[src/rtl/csa_pkg.sv]
// Shared types and helpers for the carry-save resolve stage.
// Holds the FSM state enum, chunk-count helper and config checks.
package csa_pkg;

    typedef enum logic [1:0] {
        IDLE,
        BUSY,
        DONE
    } state_t;

    // ceil((width + 1) / chunk): the resolved value is width+1 bits
    // wide before the final carry-out.
    function automatic int nchunk(input int width, input int chunk);
        return (width + chunk) / chunk;
    endfunction

    function automatic bit cfg_ok(input int width, input int chunk);
        return (width >= 2) && (chunk >= 1) && (chunk <= width + 1);
    endfunction

endpackage

[src/rtl/csa_resolve_adder_if.sv]
// Handshake bundle for csa_resolve_adder: upstream pair + result.
// slave = the adder, master = the surrounding producer/consumer.
interface csa_resolve_adder_if #(
    parameter int WIDTH = 4
);
    logic             in_valid;
    logic             in_ready;
    logic [WIDTH-1:0] in_sum;
    logic [WIDTH-1:0] in_carry;
    logic             out_valid;
    logic             out_ready;
    logic [WIDTH+1:0] out_data;

    modport slave (
        input  in_valid, in_sum, in_carry, out_ready,
        output in_ready, out_valid, out_data
    );

    modport master (
        output in_valid, in_sum, in_carry, out_ready,
        input  in_ready, out_valid, out_data
    );
endinterface

[src/rtl/csa_chunk_add.sv]
// Combinational CHUNK-bit ripple adder used once per resolve cycle.
// Ports: a, b, cin in; s (CHUNK bits), cout out.
module csa_chunk_add #(
    parameter int CHUNK = 2
) (
    input  logic [CHUNK-1:0] a,
    input  logic [CHUNK-1:0] b,
    input  logic             cin,
    output logic [CHUNK-1:0] s,
    output logic             cout
);
    logic [CHUNK:0] c;

    always_comb begin
        s    = '0;
        c    = '0;
        c[0] = cin;
        for (int i = 0; i < CHUNK; i++) begin
            s[i]   = a[i] ^ b[i] ^ c[i];
            c[i+1] = (a[i] & b[i]) | (c[i] & (a[i] ^ b[i]));
        end
        cout = c[CHUNK];
    end
endmodule

[src/rtl/csa_resolve_adder.sv]
// Resolves a CSA (sum, carry) pair to sum + 2*carry, CHUNK bits/clk.
// Ports: clk, rst_n, bus (slave: in/out handshakes), busy.
module csa_resolve_adder
    import csa_pkg::*;
#(
    parameter int WIDTH = 4,
    parameter int CHUNK = 2
) (
    input  logic                clk,
    input  logic                rst_n,
    csa_resolve_adder_if.slave  bus,
    output logic                busy
);
    localparam int NCHUNK = nchunk(WIDTH, CHUNK);
    localparam int PW     = NCHUNK * CHUNK;
    localparam int OW     = WIDTH + 2;
    localparam int IW     = (NCHUNK > 1) ? $clog2(NCHUNK) : 1;

    if (!cfg_ok(WIDTH, CHUNK)) begin : g_bad_cfg
        $fatal(1, "csa_resolve_adder: bad WIDTH/CHUNK");
    end

    state_t           state_q;
    state_t           state_d;
    logic [PW-1:0]    opa_q;
    logic [PW-1:0]    opb_q;
    logic [PW-1:0]    acc_q;
    logic [PW-1:0]    acc_d;
    logic [IW-1:0]    idx_q;
    logic             cin_q;
    logic [OW-1:0]    data_q;
    logic [OW-1:0]    res_c;
    logic [CHUNK-1:0] a_c;
    logic [CHUNK-1:0] b_c;
    logic [CHUNK-1:0] s_c;
    logic             cout_c;
    logic             last_c;

    assign a_c    = opa_q[int'(idx_q)*CHUNK +: CHUNK];
    assign b_c    = opb_q[int'(idx_q)*CHUNK +: CHUNK];
    assign last_c = (idx_q == IW'(NCHUNK - 1));

    csa_chunk_add #(
        .CHUNK (CHUNK)
    ) u_add (
        .a    (a_c),
        .b    (b_c),
        .cin  (cin_q),
        .s    (s_c),
        .cout (cout_c)
    );

    // Final carry-out sits just above the accumulator; it only
    // survives the truncation when PW < WIDTH+2.
    always_comb begin
        acc_d = acc_q;
        acc_d[int'(idx_q)*CHUNK +: CHUNK] = s_c;
        res_c = OW'({cout_c, acc_d});
    end

    always_comb begin
        state_d = state_q;
        case (state_q)
            IDLE:    if (bus.in_valid) state_d = BUSY;
            BUSY:    if (last_c) state_d = DONE;
            DONE:    if (bus.out_ready) state_d = IDLE;
            default: state_d = IDLE;
        endcase
    end

    always_ff @(posedge clk or negedge rst_n) begin
        if (!rst_n) begin
            state_q <= IDLE;
        end else begin
            state_q <= state_d;
        end
    end

    always_ff @(posedge clk or negedge rst_n) begin
        if (!rst_n) begin
            opa_q  <= '0;
            opb_q  <= '0;
            acc_q  <= '0;
            idx_q  <= '0;
            cin_q  <= 1'b0;
            data_q <= '0;
        end else begin
            case (state_q)
                IDLE: begin
                    if (bus.in_valid) begin
                        opa_q <= PW'(bus.in_sum);
                        opb_q <= PW'({bus.in_carry, 1'b0});
                        acc_q <= '0;
                        idx_q <= '0;
                        cin_q <= 1'b0;
                    end
                end
                BUSY: begin
                    acc_q <= acc_d;
                    cin_q <= cout_c;
                    idx_q <= idx_q + 1'b1;
                    if (last_c) data_q <= res_c;
                end
                default: ;
            endcase
        end
    end

    assign bus.in_ready  = (state_q == IDLE);
    assign bus.out_valid = (state_q == DONE);
    assign bus.out_data  = data_q;
    assign busy          = (state_q == BUSY);
endmodule
[src/flat_wrapper.sv]
// flat-port wrapper written by rule: the top's interface ports become plain ports
module csa_resolve_adder_flat import csa_pkg::*;
#(
    parameter int WIDTH = 4,
    parameter int CHUNK = 2
)
  (clk, rst_n, busy, bus_in_valid, bus_in_sum, bus_in_carry, bus_out_ready, bus_in_ready, bus_out_valid, bus_out_data);
  csa_resolve_adder_if #(.WIDTH(WIDTH)) bus_i ();
  input  logic clk;
  input  logic rst_n;
  output logic busy;
  input wire logic [$bits(bus_i.in_valid)-1:0] bus_in_valid;
  input wire logic [$bits(bus_i.in_sum)-1:0] bus_in_sum;
  input wire logic [$bits(bus_i.in_carry)-1:0] bus_in_carry;
  input wire logic [$bits(bus_i.out_ready)-1:0] bus_out_ready;
  output wire logic [$bits(bus_i.in_ready)-1:0] bus_in_ready;
  output wire logic [$bits(bus_i.out_valid)-1:0] bus_out_valid;
  output wire logic [$bits(bus_i.out_data)-1:0] bus_out_data;
  assign bus_i.in_valid = bus_in_valid;
  assign bus_i.in_sum = bus_in_sum;
  assign bus_i.in_carry = bus_in_carry;
  assign bus_i.out_ready = bus_out_ready;
  assign bus_in_ready = bus_i.in_ready;
  assign bus_out_valid = bus_i.out_valid;
  assign bus_out_data = bus_i.out_data;
  csa_resolve_adder #(.WIDTH(WIDTH), .CHUNK(CHUNK)) u_core (.clk(clk), .rst_n(rst_n), .bus(bus_i), .busy(busy));
endmodule
[config.mk]
export PLATFORM = sky130hd
export DESIGN_NAME = csa_resolve_adder_flat
export DESIGN_NICKNAME = d
export VERILOG_FILES = /design/src/rtl/csa_pkg.sv /design/src/rtl/csa_resolve_adder_if.sv /design/src/rtl/csa_chunk_add.sv /design/src/rtl/csa_resolve_adder.sv /design/src/flat_wrapper.sv
export SDC_FILE = /design/constraint.sdc
export NUM_CORES = 1
export LEC_CHECK = 0
export BUFFER_PORTS_ARGS = -buffer_cell sky130_fd_sc_hd__buf_2
export CAP_MARGIN = 40
export CORE_ASPECT_RATIO = 0.9
export CORE_MARGIN = 2
export CORE_UTILIZATION = 50
export CTS_BUF_LIST = sky130_fd_sc_hd__clkbuf_16
export CTS_CLUSTER_DIAMETER = 30
export CTS_CLUSTER_SIZE = 28
export DETAILED_ROUTE_END_ITERATION = 6
export GPL_TIMING_DRIVEN = 0
export PLACE_DENSITY = 0.68
export RECOVER_POWER = 25
export SETUP_SLACK_MARGIN = 0.5
export SYNTH_ARGS = -nofsm -noshare
export SYNTH_HDL_FRONTEND = slang
export SYNTH_SLANG_ARGS = --single-unit
[constraint.sdc]
create_clock -name clk -period 3 [get_ports clk]
set_input_delay 0.6 -clock clk [delete_from_list [all_inputs] [get_ports clk]]
set_output_delay 0.6 -clock clk [all_outputs]
set_load 0.02 [all_outputs]
==> metrics, run 1 <==
status=finished clean; hold buffers post-CTS=0; Mapped Area=roughly 0.0013 sq mm; CP cell instances=clkbuf_4 > mux2i_1 > nor2_1 > fa_1 > inv_1 > fa_1 > nor2_4 > a21oi_1 > a21oi_1; Slew @ Worst Pin=~1.3 ns; share of power burned in the clock network=15.9%; routed wire length=between 2000 and 2500 um; post-synth cell types=30; DRT Pass-1 Iters=4; commonest non-fill, non-tap cell in the layout=dfrtp_1; Max Clock Freq=roughly 440 MHz; post-layout net count=159; die area=0.003025 sq mm; Max H-tree Level=1; initial antenna violation count=0; core box area=between 0.002 and 0.0025 sq mm; mux cell area share after synthesis=a little under a tenth; routed len/inst=13.19 um; leakage power=between 0.0007 and 0.0008 uW; total clock sinks=25; Area Overhead vs Synth=17.23%; Critical Path Start=u_core.idx_q[0]; Flop pwr share=a little under a third; CP Capture Type=register; Net Sw Frac=approximately two fifths; crit-path max cell delay=around 0.49 ns; HP Class=register to register; Gate power share=between 50% and 60%; DRC=0; setup slack after layout=around 0.7 ns; Power Dens Cells=between 1000 and 1500 mW/mm^2; number of global-route vias before repair=842; first-pass GRT wire length=3843 um; fin crit share=76.60%; Reg2Reg Setup Slack=around 0.70 ns; post-synthesis adder-cell area fraction=approximately 8%; Synth Area in Compound Gates=about 14%; min Tclk post-route=2.298 ns; Final setup viols=0; DP Cell Count=163; Slew Viols, Final=0; vias=~900; Resize count post-CTS=0; slowest cell on the critical path=fa_1; gr ovfl total=0; initial detailed-routing violation count=12; setup bufs post-CTS=0; worst r2r src=u_core.idx_q[0]; Final Hold Slack=~0.48 ns; # port buffers=20; yosys warns=0; post-synthesis xor/xnor area fraction=0%; CTS Buf Count=3; Horiz. Die Dim=between 50 and 60 um; Mapped Cells=about 120; register bit total from synthesis=25; largest family of logic cells by synthesized area=simple AND/OR/NAND/NOR gates; worst path required time=between 3 and 4 ns; DRT antenna net count=0; Initial Util=52.69%; Vias/cell=5.383; CTS root buf=clkbuf_16; Post-Syn Nets=around 130; routability cong.=approximately 0.75; GR Util All Layers=17.37%; Worst VDD drop=approximately 0.75 mV; register area share after synthesis=48.12%; top sig layer=met4; post-DP HPWL=between 1500 and 2000 um; Synth Area per Inst=around 11 sq um; max_cap viols=0; CP arrival=~2.5 ns; Setup Skew=between 0.001 and 0.0015 ns; critical path class=register to register; R2R depth=9; total power=between 1500 and 2000 uW; largest net degree at the start of global routing=26; Startpoint Class=register; pre-CTS WS=just over 0.6 ns; Die Y=~52 um; crit-path max FO=10; clock-pin slew on the worst setup and hold paths=about 0.060 ns; clock buffer depth=2; RSZ-0062 raised after global routing=no; switching pwr=about 740 uW; met3 routed WL=about 78 um; Ports=21; commonest cells after routing, fill and taps aside=25 x dfrtp_1, 19 x buf_2, 10 x mux2_2, 10 x a21oi_1, 9 x nor2_1; fin cells=167; Fin. Hold Viols=0; Pint=approximately 1100 uW; layout cells sized above 1=about a third; Met2 Wirelength=1077 um; Relative slew margins=12.56%; Final TNS setup=0 ns; r2r endpoint=u_core.bus.out_data[1]; Metal-1 WL=roughly 1000 um; simple-gate portion of the synthesized area=15.88%; Setup crit end=u_core.bus.out_data[1]; CTS tree=done; antenna diode count=0; worst skew pair latency=between 0.2 and 0.3 ns; row count=17
==> cell families (layout without fill, tap and decap cells) <==
group	count (synthesis)	after routing
compound gates	27	27
simple gates	35	35
fa+ha+maj	7	7
buf+inv	10	34
flops	25	25
mux	11	11
==> flip-flops by register name, indices dropped and copies added, names as in the netlist <==
register             cells
u_core.opb_q             4
u_core.opa_q             4
u_core.bus.out_data      6
u_core.state_q           2
u_core.acc_q             6
u_core.idx_q             2
u_core.cin_q             1
==> critical path: cells and delay by family, from the launching register on <==
kind / cells / cell delay (ns)
multiplexers: 1 / 0.20
AO/OA/AOI/OAI: 2 / 0.22
buffers and inverters: 2 / 0.31
adder cells (fa/ha/maj): 2 / 0.88
flip-flops: 1 / 0.37
AND/OR/NAND/NOR: 2 / 0.24
==> per-stage QoR <==
step	area, sq um	utilization (%)
6_report	1524	61.76
5_1_grt	1524	61.76
4_1_cts	1515	61.41
3_5_place_dp	1435	58.16
3_3_place_gp	1435	58.16
2_1_floorplan	1300	-
==> power by group through the flow <==
stage / Sequential [uW] / Combinational, uW / Clock [uW]
floorplan: 610 / 684 / 0
global placement: 567 / 940 / 0
detailed placement: 575 / 952 / 0
CTS: 569 / 958 / 301
global route: 588 / 1100 / 314
finish: 567 / 980 / 293
==> synth_stat cells (all sizes together) <==
cell type   n  area share [%]
o2bb2ai     1            0.67
o31ai       1            0.58
nor3b       1             1.4
mux2i       1            0.77
o22ai       2            0.96
nand2       8             2.3
nor2b       6             2.9
nor2       10             2.9
mux2       10             8.7
nand2b      4             2.5
a21oi      11             4.5
nand3       1            0.38
a31oi       1            0.48
ha          5             4.8
dfrtp      25              48
and3b       3             2.1
fa          2             3.1
and4b       1            0.77
a21o        3             1.7
and2b       1            0.58
buf         5             3.3
o21ai       3             1.2
inv         5             1.4
a32o        5             3.9
==> how the worst min path moves through the flow <==
stage | from | to | slack [ns] | cells after the start
global placement | u_core.acc_q[4] | u_core.acc_q[4] | 0.47 | 1
CTS | rst_n | u_core.acc_q[4] | 0.34 | 1
finish | u_core.acc_q[2] | u_core.acc_q[2] | 0.48 | 1
detailed placement | u_core.acc_q[1] | u_core.acc_q[1] | 0.47 | 1
global route | u_core.acc_q[4] | u_core.acc_q[4] | 0.50 | 1
floorplan | rst_n | u_core.acc_q[0] | 0.30 | 0
==> area by class of cell <==
type | count | area, sq um
plain buffers | 5 | 45.04
inverters | 5 | 18.77
multi-input cells | 80 | 620.6
repair buffers | 20 | 98.84
flip-flops and latches | 25 | 625.6
well taps | 28 | 35.03
clock inverters | 1 | 5.005
fillers | 222 | 943.4
clock buffers | 3 | 75.07
==> layer usage <==
metal / track usage [%] / vias up
met5: 0 / -
met4: 8.140 / 0
met3: 3.704 / 5
met2: 29.17 / 17
met1: 21.39 / 430
li1: - / 447
No activity file was read; power rests on OpenSTA's default activity.
==> run 2, diff against run 1 <==
--- a/config.mk
+++ b/config.mk
@@ -5,6 +5,7 @@
 export SDC_FILE = /design/constraint.sdc
 export NUM_CORES = 1
 export LEC_CHECK = 0
+export ABC_AREA = 1
 export BUFFER_PORTS_ARGS = -buffer_cell sky130_fd_sc_hd__buf_2
 export CAP_MARGIN = 40
 export CORE_ASPECT_RATIO = 0.9
==> constraint.sdc (replaced) <==
create_clock -name clk -period 2.2 [get_ports clk]
set_input_delay 0.44 -clock clk [delete_from_list [all_inputs] [get_ports clk]]
set_output_delay 0.44 -clock clk [all_outputs]
set_load 0.02 [all_outputs]
==> run 2 against run 1 <==
Effect of this change: clock-buffer cell count stayed put; maximum frequency is 15% higher; sequential share of layout area is 1.7 points lower; synthesized area is 3.4% lower; hold slack worse by 0.13 ns; critical endpoint is now u_core.acc_q[3]; largest power group unchanged.
==> metrics, run 2 <==
clock buffer depth=2 (unchanged); CTS root buf=clkbuf_16; leakage power=0.0008777 uW (+21%); cell mode on critical path=nand2_1; hold buffers post-CTS=0 (unchanged); Startpoint Class=register; Mapped Area=0.001256 sq mm (-3.4%); layout cells sized above 1=30.98% (-0.68 points); die area=0.002930 sq mm (-3.1%); Initial Util=51.81% (-0.88 points); Post-synth top cells=66 x nand2_1, 25 x dfrtp_1, 14 x nand3_1; commonest cells after routing, fill and taps aside=65 x nand2_1, 23 x dfrtp_1, 19 x buf_2; # port buffers=19 (-5.0%); CTS Buf Count=3 (unchanged); number of flops mapped to enable cells by yosys=0 (unchanged); Buffers & Inverters on Critical Path=2 (unchanged); yosys warns=0 (unchanged); Final TNS setup=0 ns (unchanged); number of global-route vias before repair=1030 (+22%); initial detailed-routing violation count=23 (+11); critical path class=register to register; Mapped Cells=151 (+31%); Horiz. Die Dim=56.84 um (-1.6%); Final setup viols=0 (unchanged); DRT Pass-1 Iters=5 (+1); Die Y=51.55 um (-1.6%); Max H-tree Level=1 (unchanged); clock-pin slew on the worst setup and hold paths=0.07 ns (about the same); crit-path max FO=5 (-5); routed wire length=2620 um (+19%); post-synth cell types=16 (-47%); Slew Viols, Final=0 (unchanged); DRT antenna net count=0 (unchanged); slowest cell on the critical path=dfrtp_2; Fin. Hold Viols=0 (unchanged); antenna diode count=0 (unchanged); Relative slew margins=11.57% (-0.99 points); crit-path max cell delay=0.46 ns (-0.03 ns); Main synth FF type=dfrtp_1; largest net degree at the start of global routing=26 (unchanged); routability cong.=0.7896 (+5.1%); Synth Area per Inst=8.319 sq um (-26%); register area share after synthesis=49.80% (+1.7 points); fin crit share=90.45% (+14 points); gr ovfl total=0 (unchanged); GR Util All Layers=19.43% (+2.1 points); CP Capture Type=register; worst skew pair latency=0.26 ns (about the same); post-layout net count=204 (+28%); DRC=0 (unchanged); family with the most delay on the worst path=adder cells; min Tclk post-route=1.990 ns (-0.3080 ns); RSZ-0062 raised after global routing=yes; routed len/inst=12.36 um (-6.3%); worst path required time=2.40 ns (-0.79 ns); Worst VDD drop=0.8941 mV (+20%); register bit total from synthesis=25 (unchanged); most common cell in the synthesized netlist=nand2_1; Post-Syn Nets=170 (+27%); vias=1058 (+18%); CP arrival=2.19 ns (-0.29 ns); status=finished clean; Ports=21 (unchanged); Post-synth ARST share=100.0% (unchanged); CTS tree=done; HP Class=input port to register; top cells by area, synth=dfrtp_1 50%, nand2_1 20%, nand3_1 5.6%; initial antenna violation count=0 (unchanged); Synth top area share=49.80% (+1.7 points); total clock sinks=25 (unchanged); Vias/cell=4.991 (-7.3%); Setup Skew=0.003951 ns (+0.002810 ns); commonest non-fill, non-tap cell in the layout=nand2_1; CP cell instances=nand3_1 > nand2_1 > fa_2 > inv_2 > fa_1 > inv_2 > nand2_4 > o21ai_4 > nand2_1 > nand2_1; core box area=0.002425 sq mm (-1.7%); row count=17 (unchanged); post-DP HPWL=1719 um (+5.9%); Area Overhead vs Synth=27.09%; max_cap viols=0 (unchanged); first-pass GRT wire length=4305 um (+12%); Power Dens Cells=1634 mW/mm^2 (+35%); leading area contributor after synthesis=dfrtp_1; Slew @ Worst Pin=1.326 ns (+0.01480 ns); Max Clock Freq=502.6 MHz (+15%); Finished Core Util=65.84% (+4.1 points)
## run 2: per-layer routing
layer / wire length, um / vias to the layer above / track usage [%]
li1: - / 538 / -
met1: 1132 / 494 / 23.04
met2: 1355 / 21 / 33.91
met3: 90 / 5 / 2.985
met4: 42 / 0 / 11.24
met5: 0 / - / 0
## run 2: logic make-up (layout without fill, tap and decap cells)
group | count (synthesis) | after routing | synth area share, %
buffers and inverters | 13 | 46 | 4.582
and+or+nand+nor | 94 | 94 | 32.47
adders and majority gates | 7 | 7 | 8.167
AOI/OAI and AO/OA | 12 | 12 | 4.980
DFF | 25 | 25 | 49.80
## run 2: through the flow
stage / instance area (sq um) / hold slack [ns] / setup WS (ns) / power (uW) / instances
after floorplan: 1264 / 0.1444 / 0.2899 / 1628 / 151
after global placement: 1394 / 0.4517 / 0.03806 / 1885 / 198
after detailed placement: 1394 / 0.4570 / 0.005157 / 1913 / 198
after CTS: 1544 / 0.1746 / 0.2130 / 2484 / 209
after global routing: 1597 / 0.3634 / 0.1325 / 2820 / 212
final: 1597 / 0.3585 / 0.2102 / 2609 / 212
## run 2: repair_timing
item | CTS | global route
endpoints found under the setup margin | 13 | 11
endpoints found under the hold margin | 0 | 0
pin swaps | 3 | 6
resized for setup | 9 | 8
buffers inserted | 7 | 3
## run 2: final cells by class
type,instances,area [sq um]
Inverter,12,55.05
Multi-Input combinational cell,113,621.8
Fill cell,214,828.3
Buffer,1,5.005
Tap cell,28,35.03
Clock inverter,1,7.507
Timing Repair Buffer,29,168.9
Clock buffer,3,75.07
Sequential cell,25,628.1
## run 2: path summary, 6_finish.rpt
path | to | from | slack (ns) | cells after the start
max | u_core.acc_q[3] | u_core.idx_q[0] | 0.21 | 10
min | u_core.state_q[1] | bus_out_ready | 0.36 | 2
max reg2reg | u_core.acc_q[3] | u_core.idx_q[0] | 0.21 | 10
min reg2reg | u_core.opb_q[3] | u_core.opb_q[3] | 0.47 | 2
max in group asynchronous | u_core.idx_q[1] | rst_n | 0.86 | 1
min in group asynchronous | u_core.bus.out_data[3] | rst_n | 0.45 | 1
## run 2: report_power, final
group / switching (uW) / internal (uW)
sequential: 150 / 667
combinational: 871 / 506
clock: 167 / 247
